**config.mk**
```make
export PLATFORM = sky130hd
export DESIGN_NAME = byte_serializer
export DESIGN_NICKNAME = d
export VERILOG_FILES = /design/src/rtl/serializer_pkg.sv /design/src/rtl/sync_fifo.sv /design/src/rtl/byte_serializer.sv
export SDC_FILE = /design/constraint.sdc
export NUM_CORES = 1
export LEC_CHECK = 0
export BUFFER_PORTS_ARGS = -buffer_cell sky130_fd_sc_hd__buf_2
export CORE_UTILIZATION = 50
export DETAILED_ROUTE_END_ITERATION = 10
export PLACE_DENSITY = 0.78
export SETUP_SLACK_MARGIN = 0.02
export SYNTH_ARGS = -nofsm -noshare
export SYNTH_HDL_FRONTEND = slang
export SYNTH_HIERARCHICAL = 1
export SYNTH_SLANG_ARGS = --single-unit
```
**constraint.sdc**
```tcl
create_clock -name clk -period 2.5 [get_ports clk]
set_input_delay 0.25 -clock clk [delete_from_list [all_inputs] [get_ports clk]]
set_output_delay 0.25 -clock clk [all_outputs]
set_load 0.02 [all_outputs]
```
**src/rtl/serializer_pkg.sv**
```systemverilog
// serializer_pkg: shared state encoding and default word width for the serializer.
package serializer_pkg;
  typedef enum logic {StIdle, StShift} state_t;
  localparam int DEF_DATA_W = 8;
endpackage

```
**src/rtl/sync_fifo.sv**
```systemverilog
// sync_fifo: registered-output-free FIFO with no write-to-read bypass and synchronous flush.
module sync_fifo #(
  parameter int W = 8,
  parameter int DEPTH = 2
) (
  input  logic         clk,
  input  logic         resetn,
  input  logic         flush,
  input  logic         push,
  input  logic         pop,
  input  logic [W-1:0] wdata,
  output logic [W-1:0] rdata,
  output logic         full,
  output logic         empty
);
  localparam int AW = $clog2(DEPTH);
  logic [W-1:0] mem [DEPTH];
  logic [AW:0] wp, rp;
  logic do_push, do_pop;
  assign full = (wp[AW] != rp[AW]) && (wp[AW-1:0] == rp[AW-1:0]);
  assign empty = wp == rp;
  assign do_push = push && !full && !flush;
  assign do_pop = pop && !empty && !flush;
  assign rdata = mem[rp[AW-1:0]];
  always_ff @(posedge clk or negedge resetn)
    if (!resetn) begin
      wp <= '0;
      rp <= '0;
    end else if (flush) begin
      wp <= '0;
      rp <= '0;
    end else begin
      wp <= do_push ? wp + 1'b1 : wp;
      rp <= do_pop ? rp + 1'b1 : rp;
    end
  always_ff @(posedge clk)
    if (do_push) mem[wp[AW-1:0]] <= wdata;
endmodule

```
**src/rtl/byte_serializer.sv**
```systemverilog
// byte_serializer: buffers parallel words and shifts them out one bit per bit_en strobe.
module byte_serializer
  import serializer_pkg::*;
#(
  parameter int DATA_W = DEF_DATA_W,
  parameter int MSB_FIRST = 1,
  parameter int FIFO_DEPTH = 2
) (
  input  logic              clk,
  input  logic              resetn,
  input  logic [DATA_W-1:0] in_data,
  input  logic              in_valid,
  output logic              in_ready,
  input  logic              bit_en,
  input  logic              flush,
  output logic              seq,
  output logic              seq_valid,
  output logic              busy
);
  localparam int CW = $clog2(DATA_W);
  state_t state, state_n;
  logic [CW-1:0] cnt, cnt_n;
  logic [DATA_W-1:0] sh, sh_n, head, shifted;
  logic full, empty, pop, push;
  assign in_ready = !full && !flush;
  assign push = in_valid && in_ready;
  assign busy = (state == StShift) || !empty;
  assign seq = (MSB_FIRST != 0) ? sh[DATA_W-1] : sh[0];
  assign shifted = (MSB_FIRST != 0) ? {sh[DATA_W-2:0], 1'b0} : {1'b0, sh[DATA_W-1:1]};
  sync_fifo #(.W(DATA_W), .DEPTH(FIFO_DEPTH)) u_fifo (
    .clk(clk), .resetn(resetn), .flush(flush), .push(push), .pop(pop),
    .wdata(in_data), .rdata(head), .full(full), .empty(empty)
  );
  always_ff @(posedge clk or negedge resetn)
    if (!resetn) begin
      state <= StIdle;
      cnt <= '0;
      sh <= '0;
    end else begin
      state <= state_n;
      cnt <= cnt_n;
      sh <= sh_n;
    end
  // Last bit with a word waiting reloads in the same edge so words run back-to-back.
  always_comb begin
    state_n = state;
    cnt_n = cnt;
    sh_n = sh;
    pop = 1'b0;
    seq_valid = (state == StShift) && bit_en;
    if (flush) begin
      state_n = StIdle;
      cnt_n = '0;
      sh_n = '0;
    end else if ((state == StIdle || (bit_en && cnt == '0)) && !empty) begin
      pop = 1'b1;
      sh_n = head;
      cnt_n = CW'(DATA_W - 1);
      state_n = StShift;
    end else if (state == StShift && bit_en) begin
      sh_n = shifted;
      cnt_n = (cnt != '0) ? cnt - 1'b1 : cnt;
      state_n = (cnt != '0) ? StShift : StIdle;
    end
  end
endmodule

```
==> flow_metrics.env <==
export IMPL_run_status="completed"
export IMPL_diodes=0
export IMPL_post_route_min_period_ns=2.27
export IMPL_cts_buffers=5
export IMPL_switching_share_pct=31.3
export IMPL_clkSlewWorstSetupHoldPaths_ns=0.10
export IMPL_final_area_um2=1830
export IMPL_synthArstFlopShare_pct=50.0
export IMPL_synth_cell_types=38
export IMPL_pwr_share_seq_pct=46.4
export IMPL_ant_nets=0
export IMPL_p_comb_share_pct=25.9
export IMPL_tritoncts="built"
export IMPL_tns_ns=0
export IMPL_ys_seq_area_share_pct=54.4
export IMPL_firstDrtPassIters=4
export IMPL_dieWidth_um=58.9
export IMPL_hpwl_mm=1.95
export IMPL_cts_htree_levels=2
export IMPL_power_mw=1.41
export IMPL_slew_headroom_pct=67.1
export IMPL_hold_viol_final=0
export IMPL_core_area_um2=3050
export IMPL_grt_pass1_vias=1075
export IMPL_crit_required_ns=2.25
export IMPL_final_cells=199
export IMPL_ir_drop_v=0.000465
export IMPL_wl_per_cell_um=13.8
export IMPL_fin_skew_ns=0.00693
export IMPL_finalCritPeriodShare_pct=91.0
export IMPL_clock_sinks=32
export IMPL_max_cap_violations=0
export IMPL_cp_max_fo=9
export IMPL_grt_use_met3_pct=6.37
export IMPL_hold_path_class="input pin to flop"
export IMPL_drive_gt1_share_pct=27.1
export IMPL_fp_row_count=20
export IMPL_drt_iter0_drc=74
export IMPL_syn_nets=147
export IMPL_grt_antenna_before_repair=0
export IMPL_placed_cells_incl_taps=190
export IMPL_setup_slack_ns=0.226
export IMPL_startpoint="u_fifo/wp[1]"
export IMPL_yosysTopAreaCell="edfxtp_1"
export IMPL_rr_startpoint="u_fifo/wp[1]"
export IMPL_synth_edf_count=16
export IMPL_min_from="in_data[4]"
export IMPL_drc=0
export IMPL_grt_usage_pct=19.5
export IMPL_finalMaxSlewViolations=0
export IMPL_port_buffer_count=16
export IMPL_totalWireLength_mm=2.74
export IMPL_gp_congestion=0.820
export IMPL_ctsResizeCount=0
export IMPL_clk_latency_ns=0.33
export IMPL_syn_inst=132
export IMPL_fmax_ghz=0.440
export IMPL_post_route_util_pct=60.0
export IMPL_whs_ns=0.0932
export IMPL_crit_arrival_ns=2.02
export IMPL_synth_ff_type="edfxtp_1"
export IMPL_yosys_top_cells_area="edfxtp_1 30%, dfrtp_1 25%, a2111oi_2 6.5%, mux2_1 5.6%, a21oi_1 4.0%"
export IMPL_initial_utilization_pct=53.1
export IMPL_synth_seq_cells=32
export IMPL_dr_total_vias=1069
export IMPL_intPower_mw=0.969
export IMPL_clock_root_buffer="clkbuf_4"
export IMPL_syn2layout_area_growth_pct=13.1
export IMPL_grt_use_met1_pct=25.6
export IMPL_worstSetupEndpointType="primary output"
export IMPL_p_leak_nw=0.760
export IMPL_cts_buffer_depth=2
export IMPL_p_switching_mw=0.441
export IMPL_max_slew_worst_pin_slew_ns=0.491
export IMPL_rsz0062_at_grt="no"
export IMPL_ys_warn_count=6
export IMPL_avgSynthCellArea_um2=12.3
export IMPL_synth_top_area_share_pct=29.7
export IMPL_pre_cts_ws_ns=0.579
export IMPL_overflow=0
export IMPL_setup_worst_path_start_class="flop"
export IMPL_gr_usage_met2_pct=30.2
export IMPL_num_io_pins=17
export IMPL_dpl_cell_area_um2=1740
export IMPL_clockPowerShare_pct=27.7
export IMPL_die_y_um=58.9
export IMPL_powerDensity_nw_per_um2=770
export IMPL_finalSetupViolations=0
export IMPL_grt_pass1_wl_mm=4.86
export IMPL_grt_busiest_layer="met2"
export IMPL_path_class="flop to primary output"
export IMPL_layout_nets=169
export IMPL_grt_max_degree=22
export IMPL_netlist_area_um2=1620
export IMPL_via_per_inst=5.37
export IMPL_dieArea_um2=3470
## state kept, by name (all words and copies together), names as in the netlist
| register | flops |
|---|---|
| u_fifo/mem | 16 |
| cnt | 3 |
| u_fifo/rp | 2 |
| state | 1 |
| sh | 8 |
| u_fifo/wp | 2 |
## metal layers
| layer | vias to the layer above | part of all wire (%) |
|---|---|---|
| met1 | 522 | 48 |
| met3 | 5 | 3.0 |
| met4 | 0 | 1.7 |
| li1 | 526 | - |
| met2 | 16 | 48 |
| met5 | - | 0 |
## critical path, cell delays in order, from the launching register on
cell and delay [ns]:
dfrtp_1 0.47, xor2_1 0.22, nor2_1 0.42, nand2b_1 0.33, buf_2 0.26
## Yosys cell counts, types with 2 or more instances
library cell	count
inv_1	12
nor3_1	7
nand2_1	4
nand3_1	4
ha_1	2
nor2b_1	2
edfxtp_1	16
mux2i_1	3
a2111oi_2	7
a21oi_1	13
dfrtp_1	16
nand2b_1	3
nor2_1	9
a31oi_1	2
xor2_1	2
mux2_1	8
## cell usage in the layout, fill, tap and decap left out, types with 2 or more instances in the layout
| cell | instances |
|---|---|
| inv_1 | 12 |
| nor2b_1 | 2 |
| a21oi_1 | 13 |
| mux2i_1 | 3 |
| nand2_1 | 4 |
| ha_1 | 2 |
| nor2_1 | 9 |
| edfxtp_1 | 16 |
| nand2b_1 | 3 |
| nor3_1 | 7 |
| clkbuf_4 | 5 |
| buf_2 | 16 |
| dfrtp_1 | 16 |
| mux2_1 | 8 |
| nand3_1 | 4 |
| xor2_1 | 2 |
| buf_4 | 3 |
| a31oi_1 | 2 |
| a2111oi_2 | 7 |
## cell families after synthesis
logic type / synth area share [%]
AND/OR/NAND/NOR: 13.5
flip-flops: 54.4
AO/OA/AOI/OAI: 15.7
buffers and inverters: 5.40
multiplexers: 7.41
XOR/XNOR: 2.09
adder cells (fa/ha/maj): 1.54
## repair_timing
item	in CTS	in global routing
hold buffers	1	0
endpoints found under the hold margin	16	0
buffers inserted	0	0
## worst paths after layout
path | endpoint | cells past startpoint | slack [ns]
setup / recovery | busy | 4 | 0.23
hold / removal | u_fifo/mem[1][4] | 1 | 0.09
setup reg to reg | sh[1] | 5 | 0.59
hold reg to reg | cnt[0] | 2 | 0.59
max in group asynchronous | u_fifo/rp[1] | 2 | 1.88
min in group asynchronous | sh[0] | 2 | 0.35
## area by class of cell
cell class | instances | area, um^2
clock buffer | 5 | 37.5
clock inverter | 3 | 42.5
fill | 257 | 1220
inverter | 12 | 45.0
multi-input combinational | 83 | 658
sequential | 32 | 881
tap | 44 | 55.1
timing repair buffer | 20 | 113
## power groups by stage
stage | Clock, mW | Combinational, mW | Sequential (mW)
2_1_floorplan | 0 | 0.295 | 0.660
3_3_place_gp | 0 | 0.352 | 0.662
3_5_place_dp | 0 | 0.362 | 0.665
4_1_cts | 0.399 | 0.367 | 0.654
5_1_grt | 0.417 | 0.411 | 0.662
6_report | 0.391 | 0.365 | 0.654
Power figures use the tool's default switching activity.
